## src/rtl/wb_port_arbiter.sv

```systemverilog
// rtl/wb_port_arbiter.sv - register-file write port arbiter between pipeline writeback and long-latency results
module wb_port_arbiter #(
  parameter int DEPTH        = 2,
  parameter int STARVE_LIMIT = 4
) (
  input  logic        clk,
  input  logic        rst,
  input  logic [37:0] pipe_wb_back,
  input  logic        mdu_valid,
  output logic        mdu_ready,
  input  logic [4:0]  mdu_rd,
  input  logic [31:0] mdu_data,
  input  logic [4:0]  chk_rs,
  input  logic [4:0]  chk_rt,
  output logic        pend_hit_rs,
  output logic        pend_hit_rt,
  output logic        pend_busy,
  output logic        stall_req,
  output logic        rf_we,
  output logic [4:0]  rf_wa,
  output logic [31:0] rf_wd
);

  localparam int AW = (DEPTH > 1) ? $clog2(DEPTH) : 1;
  localparam int CW = $clog2(DEPTH + 1);
  localparam int SW = $clog2(STARVE_LIMIT + 1);

  logic [4:0]    rd_mem   [DEPTH];
  logic [31:0]   data_mem [DEPTH];
  logic [AW-1:0] wr_ptr;
  logic [AW-1:0] rd_ptr;
  logic [CW-1:0] count;
  logic [SW-1:0] starve_cnt;

  logic        pipe_we;
  logic [31:0] pipe_wd;
  logic [4:0]  pipe_rw;
  logic        pipe_occ;
  logic        fifo_empty;
  logic        fifo_full;
  logic        do_pop;
  logic        do_push;

  assign pipe_we = pipe_wb_back[37];
  assign pipe_wd = pipe_wb_back[36:5];
  assign pipe_rw = pipe_wb_back[4:0];

  // Outputs are forced quiet while reset is held, even though reset itself is asynchronous.
  assign pipe_occ   = rst && pipe_we && (pipe_rw != 5'd0);
  assign fifo_empty = (count == '0);
  assign fifo_full  = (count == CW'(DEPTH));

  assign mdu_ready = rst && !fifo_full;
  assign pend_busy = !fifo_empty;
  assign stall_req = (starve_cnt == SW'(STARVE_LIMIT));

  assign do_pop  = rst && !pipe_occ && !fifo_empty;
  assign do_push = mdu_valid && mdu_ready && (mdu_rd != 5'd0);

  always_comb begin
    rf_we = 1'b0;
    rf_wa = 5'd0;
    rf_wd = 32'd0;
    if (pipe_occ) begin
      rf_we = 1'b1;
      rf_wa = pipe_rw;
      rf_wd = pipe_wd;
    end else if (do_pop) begin
      rf_we = 1'b1;
      rf_wa = rd_mem[rd_ptr];
      rf_wd = data_mem[rd_ptr];
    end
  end

  // An entry is live when its distance from the head is below the occupancy count.
  always_comb begin
    logic [AW-1:0] offs;
    pend_hit_rs = 1'b0;
    pend_hit_rt = 1'b0;
    offs        = '0;
    for (int i = 0; i < DEPTH; i++) begin
      offs = AW'(i) - rd_ptr;
      if (CW'(offs) < count) begin
        if ((chk_rs != 5'd0) && (rd_mem[i] == chk_rs)) pend_hit_rs = 1'b1;
        if ((chk_rt != 5'd0) && (rd_mem[i] == chk_rt)) pend_hit_rt = 1'b1;
      end
    end
  end

  always_ff @(posedge clk) begin
    if (do_push) begin
      rd_mem[wr_ptr]   <= mdu_rd;
      data_mem[wr_ptr] <= mdu_data;
    end
  end

  always_ff @(posedge clk or negedge rst) begin
    if (!rst) begin
      wr_ptr <= '0;
      rd_ptr <= '0;
      count  <= '0;
    end else begin
      if (do_push) wr_ptr <= wr_ptr + 1'b1;
      if (do_pop)  rd_ptr <= rd_ptr + 1'b1;
      if (do_push && !do_pop)      count <= count + 1'b1;
      else if (do_pop && !do_push) count <= count - 1'b1;
    end
  end

  always_ff @(posedge clk or negedge rst) begin
    if (!rst) begin
      starve_cnt <= '0;
    end else if (fifo_empty || do_pop) begin
      starve_cnt <= '0;
    end else if (!stall_req) begin
      starve_cnt <= starve_cnt + 1'b1;
    end
  end

endmodule

```

## config.mk

```make
export PLATFORM = sky130hd
export DESIGN_NAME = wb_port_arbiter
export DESIGN_NICKNAME = d
export VERILOG_FILES = /design/src/rtl/wb_port_arbiter.sv
export SDC_FILE = /design/constraint.sdc
export NUM_CORES = 1
export LEC_CHECK = 0
export ABC_AREA = 0
export BUFFER_PORTS_ARGS = -buffer_cell sky130_fd_sc_hd__buf_2
export CORE_MARGIN = 2
export CORE_UTILIZATION = 30
export DETAILED_ROUTE_END_ITERATION = 6
export PLACE_DENSITY = 0.61
export SETUP_SLACK_MARGIN = 0.2
export SLEW_MARGIN = 10
export SYNTH_ARGS = -nofsm -noshare
export SYNTH_HDL_FRONTEND = slang
export SYNTH_SLANG_ARGS = --single-unit
```

## constraint.sdc

```tcl
create_clock -name clk -period 3.56 [get_ports clk]
set_input_delay 1.068 -clock clk [delete_from_list [all_inputs] [get_ports clk]]
set_output_delay 1.068 -clock clk [all_outputs]
set_load 0.01 [all_outputs]
```

==> results.py, run 1 <==
metrics = {
    "pwr": {
        "power_density_mw_per_mm2": 631,
        "ir_worst_vdd_uv": 267,
        "p_leak_nw": 2.15,
    },
    "placement": {
        "dp_hpwl_um": 6120,
        "gp_congestion": 0.779,
        "io_buffer_count": 130,
    },
    "setup_path": {
        "cp-end-kind": "output port",
        "cp_data_required_time_ns": 2.49,
        "critical_path.top_delay_family": "simple AND/OR/NAND/NOR gates",
        "critical_path.cell_chain": "buf_6, or3_4, o31ai_4, nand3_4, buf_12, o21ai_2, buf_2",
        "cp-start-kind": "primary input",
        "path_class": "in2out",
        "critical-path-max-stage-delay_ns": 0.39,
        "crit_path_top_delay_cell": "or3_4",
        "critPathArrivalTime_ns": 2.41,
        "cp_max_fo": 23,
        "path_buf_inv": 3,
    },
    "floorplanning": {
        "die_area_mm2": 0.0137,
        "core_area_mm2": 0.0125,
        "fp-row-count": 41,
        "initial_core_util": 0.306,
        "die_x_um": 117,
        "boundaryPins": 131,
        "die_h_um": 117,
    },
    "sta": {
        "max_slew_margin": 0.367,
        "min_period_ns": 3.47,
        "worst_slew_pin_slew_ns": 0.949,
        "period_share": 0.976,
        "hold_violations": 0,
        "slew_violations": 0,
        "tns_ns": 0,
        "fmax_ghz": 0.288,
        "clock_skew_ns": 0.00513,
        "setup_violations": 0,
        "rsz0062_at_grt": "true",
    },
    "detailed_routing": {
        "wl_um": 8450,
        "drt_iter0_drc": 91,
        "via_per_inst": 4.45,
        "vias": 2627,
        "ant_nets": 0,
        "wire_per_inst_um": 14.3,
        "dr.pass1.iters": 4,
        "drc": 0,
    },
    "global_routing": {
        "grt_overflow": 0,
        "grt_first_pass_wirelength_um": 12600,
        "grtUsageMet1": 0.152,
        "gr-max-usage-layer": "met2",
        "grt_max_degree": 38,
        "track_usage": 0.124,
        "first_global_vias": 2515,
        "grt_use_met2": 0.206,
        "grt_util_met3": 0.0376,
        "antenna_found_initial": 1,
    },
    "yosys": {
        "ys_top_cells_by_area": "edfxtp_1 (58%), mux2i_1 (9.9%), dfrtp_1 (4.6%), o21ai_2 (4.6%), xor2_1 (3.9%)",
        "synth.distinct_cells": 33,
        "synth.net_count": 368,
        "ys_ff_latch": 81,
        "seq_area_frac_synth": 0.627,
        "syn_area_mm2": 0.00382,
        "ys_warn_count": 0,
        "syn_inst": 277,
        "yosysTopAreaCell": "edfxtp_1",
        "yosysTopAreaCellShare": 0.581,
        "avgSynthCellArea_um2": 13.8,
    },
    "clock_tree": {
        "cts_tree": "done",
        "root_buffer": "clkbuf_16",
        "clkSlewWorstSetupHoldPaths_ns": 0.06,
        "clockBufferDepth": 2,
        "cts-htree-levels": 3,
        "cts-buffers-inserted": 9,
        "cts_hold_buf": 0,
        "clk_latency_ns": 0.32,
        "cts_sinks": 81,
    },
    "layout": {
        "drive_above_1_share": 0.458,
        "syn_to_final_growth_pct": 34.1,
        "utilization": 0.410,
        "mostFrequentLayoutCell": "buf_2",
        "nNetsFinal": 505,
        "diodes": 0,
        "nFillCells": 1207,
        "final_cell_mix": "buf_2 (127), edfxtp_1 (74), nand2_1 (39), mux2i_1 (38), o21ai_2 (28)",
    },
    "flow_run": {
        "maxCapViolations": 0,
    },
    "min_path": {
        "min_path_type": "reg2reg",
    },
    "run_status": {
        "status": "complete, no violations",
    },
}
## layer usage
| metal | share of wire | routed length (µm) |
|---|---|---|
| met2 | 0.51 | 4340 |
| met5 | 0 | 0 |
| met1 | 0.40 | 3420 |
| met3 | 0.066 | 557 |
| met4 | 0.016 | 137 |
## cell families (layout without fill, tap and decap cells)
group                    count (synthesis)  in the layout  synth area share
flip-flops                              81             81             0.627
AND/OR/NAND/NOR                         63             63            0.0785
AO/OA/AOI/OAI                           47             47            0.0900
multiplexers                            38             38            0.0994
XOR/XNOR                                26             26            0.0615
buffers and inverters                   19            161            0.0340
adder cells (fa/ha/maj)                  3              3           0.00981
## synth_stat cells (all sizes together)
cell and n:
nand3 3, inv 6, and2 3, nand3b 1
xnor2 9, o31a 1, o31ai 1, a21oi 3
clkbuf 3, nor4 4, dfrtp 7, xor2 17
edfxtp 74, ha 3, o211a 1, a21boi 1
nor3 3, nor2b 1, buf 10, o211ai 2
nand2 39, mux2i 38, o21ai 38, nor2 5
or3 1, or4 3
## stage by stage
step / cell area (µm²) / instances / total power, mW / hold slack (ns) / setup WS [ns]
final: 5130 / 591 / 3.24 / 0.540 / 0.0859
after global routing: 5130 / 591 / 3.42 / 0.595 / 0.0234
after CTS: 5060 / 590 / 3.27 / 0.545 / 0.00412
after detailed placement: 4720 / 574 / 2.21 / 0.534 / 0.00623
after global placement: 4720 / 574 / 2.19 / 0.525 / 0.0363
after floorplan: 3830 / 277 / 1.90 / 0.473 / 0.329
## flip-flops by register name, indices dropped and copies added, names as in the netlist
register    cells
rd_mem         10
starve_cnt      3
data_mem       64
wr_ptr          1
rd_ptr          1
count           2
## cell type report
class	count	area [µm²]	area share
clock buffer	10	229	0.0447
clock inverter	6	115	0.0224
inverter	6	22.5	0.00439
multi-input combinational	177	1350	0.263
sequential	81	2400	0.468
tap	172	215	0.0420
timing repair buffer	139	800	0.156
## power by group
part / internal [mW] / switching [mW]
sequential: 1.20 / 0.117
clock: 0.689 / 0.353
combinational: 0.404 / 0.477
total: 2.29 / 0.947
## final timing paths
path,slack (ns),start,cells past startpoint,to
worst max-delay path,0.09,pipe_wb_back[1],7,rf_wa[4]
worst min-delay path,0.54,wr_ptr,1,wr_ptr
worst max register to register,1.33,count[0],4,data_mem[1][27]
worst min register to register,0.54,wr_ptr,1,wr_ptr
max in group asynchronous,2.72,rst,2,rd_ptr
min in group asynchronous,0.69,rst,2,wr_ptr
## what timing repair did
action                                  CTS  global route
endpoints found under the setup margin   38            38
resized for setup                         0            13
setup buffers                             0             1
No activity file was read; power rests on OpenSTA's default activity.
==> inputs of run 2 (changes only) <==
--- a/config.mk
+++ b/config.mk
@@ -8,9 +8,9 @@
 export ABC_AREA = 0
 export BUFFER_PORTS_ARGS = -buffer_cell sky130_fd_sc_hd__buf_2
 export CORE_MARGIN = 2
-export CORE_UTILIZATION = 30
+export CORE_UTILIZATION = 50
 export DETAILED_ROUTE_END_ITERATION = 6
-export PLACE_DENSITY = 0.61
+export PLACE_DENSITY = 0.8
 export SETUP_SLACK_MARGIN = 0.2
 export SLEW_MARGIN = 10
 export SYNTH_ARGS = -nofsm -noshare
==> run 2 against run 1 <==
Effect of this change:
- global-route usage up 7.0 points
- via count up 0.80%
- worst hold slack better by 0.0047 ns
- flip-flop and latch count is the same
- utilization grew 25 points
- register-to-register slack better by 0.32 ns
- non-clock buffer count up 4
- first-iteration DRC count shrank 23%
- clock power is 39% lower
- critical path depth is the same
==> results.py, run 2 (synthesis gave the netlist of run 1 again) <==
metrics = {
    "run_status": {
        "status": "complete, no violations",
    },
    "detailed_routing": {
        "drt_iter0_drc": 70,
        "wl_um": 7930,
        "drc": 0,
        "via_per_inst": 5.08,
        "dr.pass1.iters": 6,
        "ant_nets": 0,
        "vias": 2648,
        "wire_per_inst_um": 15.2,
    },
    "setup_path": {
        "cp_data_required_time_ns": 2.49,
        "rrSetupSlack_ns": 1.65,
        "reg2regPathDepth": 5,
        "cp_max_fo": 23,
        "cp-start-kind": "primary input",
        "critPathArrivalTime_ns": 2.45,
        "reg2reg_to": "rd_mem[0][1]",
        "r2r_start": "count[0]",
        "path_class": "in2out",
        "critical-path-max-stage-delay_ns": 0.40,
        "crit_path_top_delay_cell": "or3_4",
        "crit_top_cell": "buf_2",
        "cp-end-kind": "output port",
        "critical_path.cell_chain": "buf_2, or3_4, o31ai_4, nand3_4, buf_12, o21ai_1, buf_2",
    },
    "global_routing": {
        "antenna_found_initial": 0,
        "grt_first_pass_wirelength_um": 12500,
        "grt_max_degree": 25,
        "track_usage": 0.194,
        "first_global_vias": 2650,
        "grt_overflow": 0,
    },
    "layout": {
        "final_cell_mix": "buf_2 (130), edfxtp_1 (74), nand2_1 (39), mux2i_1 (38), o21ai_2 (22)",
        "utilization": 0.659,
        "multi_input_area_mm2": 0.00131,
        "largest_register_ffs": 64,
        "mostFrequentLayoutCell": "buf_2",
        "nFillCells": 549,
        "nNetsFinal": 509,
        "syn_to_final_growth_pct": 26.4,
        "diodes": 0,
        "seq_area_mm2": 0.00240,
        "drive_above_1_share": 0.443,
        "reg_top3": "data_mem (64), rd_mem (10), starve_cnt (3)",
        "largest-register": "data_mem",
    },
    "clock_tree": {
        "root_buffer": "clkbuf_8",
        "cts_tree": "done",
        "cts-htree-levels": 3,
        "cts_sinks": 81,
        "clk_latency_ns": 0.34,
        "clockBufferDepth": 2,
        "clkSlewWorstSetupHoldPaths_ns": 0.07,
        "cts-buffers-inserted": 9,
    },
    "sta": {
        "rsz0062_at_grt": "true",
        "period_share": 0.988,
        "final.setup.worst_slack_ns": 0.0421,
        "min_period_ns": 3.52,
        "max_slew_margin": 0.749,
        "worst_slew_pin_slew_ns": 0.376,
        "fmax_ghz": 0.284,
        "clock_skew_ns": 0.0104,
        "setup_violations": 0,
        "slew_violations": 0,
        "hold_violations": 0,
    },
    "min_path": {
        "min_path_type": "reg2reg",
        "holdPathStages": 1,
        "holdCritStartpoint": "wr_ptr",
        "hold_path_end": "wr_ptr",
    },
    "floorplanning": {
        "boundaryPins": 131,
        "die_area_mm2": 0.00837,
        "die_h_um": 91.5,
        "die_x_um": 91.5,
        "initial_core_util": 0.522,
        "core_area_mm2": 0.00733,
        "fp-row-count": 31,
    },
    "flow_run": {
        "maxCapViolations": 0,
    },
    "pwr": {
        "power_density_mw_per_mm2": 580,
        "ir_worst_vdd_uv": 298,
        "p_leak_nw": 2.07,
    },
    "placement": {
        "gp_congestion": 0.845,
        "io_buffer_count": 130,
        "dp_slack_ns": 0.0660,
        "dp_hpwl_um": 5870,
    },
}
[run 2: final cells by class]
class | instances | share of cell area
Multi-Input combinational cell | 177 | 0.272
Sequential cell | 81 | 0.496
Tap cell | 99 | 0.0256
Timing Repair Buffer | 143 | 0.163
Clock buffer | 10 | 0.0264
Clock inverter | 5 | 0.0119
Inverter | 6 | 0.00466
[run 2: worst max-delay path, delay by kind of cell]
kind / cells / cell delay (ns)
buffers and inverters: 3 / 0.44
AOI/OAI and AO/OA: 2 / 0.39
and+or+nand+nor: 2 / 0.54
[run 2: how the worst max path moves through the flow]
| stage | from | to | slack (ns) | depth (start not counted) |
|---|---|---|---|---|
| final | pipe_wb_back[1] | rf_wd[7] | 0.04 | 7 |
| after global routing | pipe_wb_back[1] | rf_wd[7] | -0.02 | 7 |
| after CTS | pipe_wb_back[1] | rf_wa[2] | 0.05 | 7 |
| after detailed placement | pipe_wb_back[1] | rf_wd[12] | 0.07 | 7 |
| after global placement | pipe_wb_back[1] | rf_wa[3] | 0.09 | 7 |
| after floorplan | pipe_wb_back[1] | rf_wd[10] | 0.33 | 5 |
[run 2: metal layers]
layer | wire length [µm] | global-route usage | vias up
met4 | 163 | 0.0859 | 0
li1 | - | - | 1296
met2 | 4090 | 0.335 | 83
met5 | 0 | 0 | -
met3 | 461 | 0.0465 | 15
met1 | 3210 | 0.228 | 1254
[run 2: per-stage QoR]
| step | hold slack (ns) | instance area [µm²] | TNS [ns] | total power [mW] | cells |
|---|---|---|---|---|---|
| finish | 0.544 | 4830 | 0 | 2.80 | 521 |
| global route | 0.580 | 4830 | -0.0649 | 2.95 | 521 |
| CTS | 0.549 | 4820 | 0 | 2.82 | 520 |
| detailed placement | 0.534 | 4620 | 0 | 2.19 | 504 |
| global placement | 0.524 | 4620 | 0 | 2.16 | 504 |
| floorplan | 0.473 | 3830 | 0 | 1.90 | 277 |
[run 2: timing repair]
action                     CTS  global route
resized for setup            1             2
setup endpoints to repair   38            38
buffers inserted             1             1
cloned                       0             0
hold buffers                 0             0
pin swaps                    0             0
[run 2: report_power, final]
part | switching (mW) | internal, mW | total, mW
registers | 0.0938 | 1.20 | 1.29
logic | 0.488 | 0.393 | 0.881
clock network | 0.314 | 0.319 | 0.633
total | 0.895 | 1.91 | 2.80
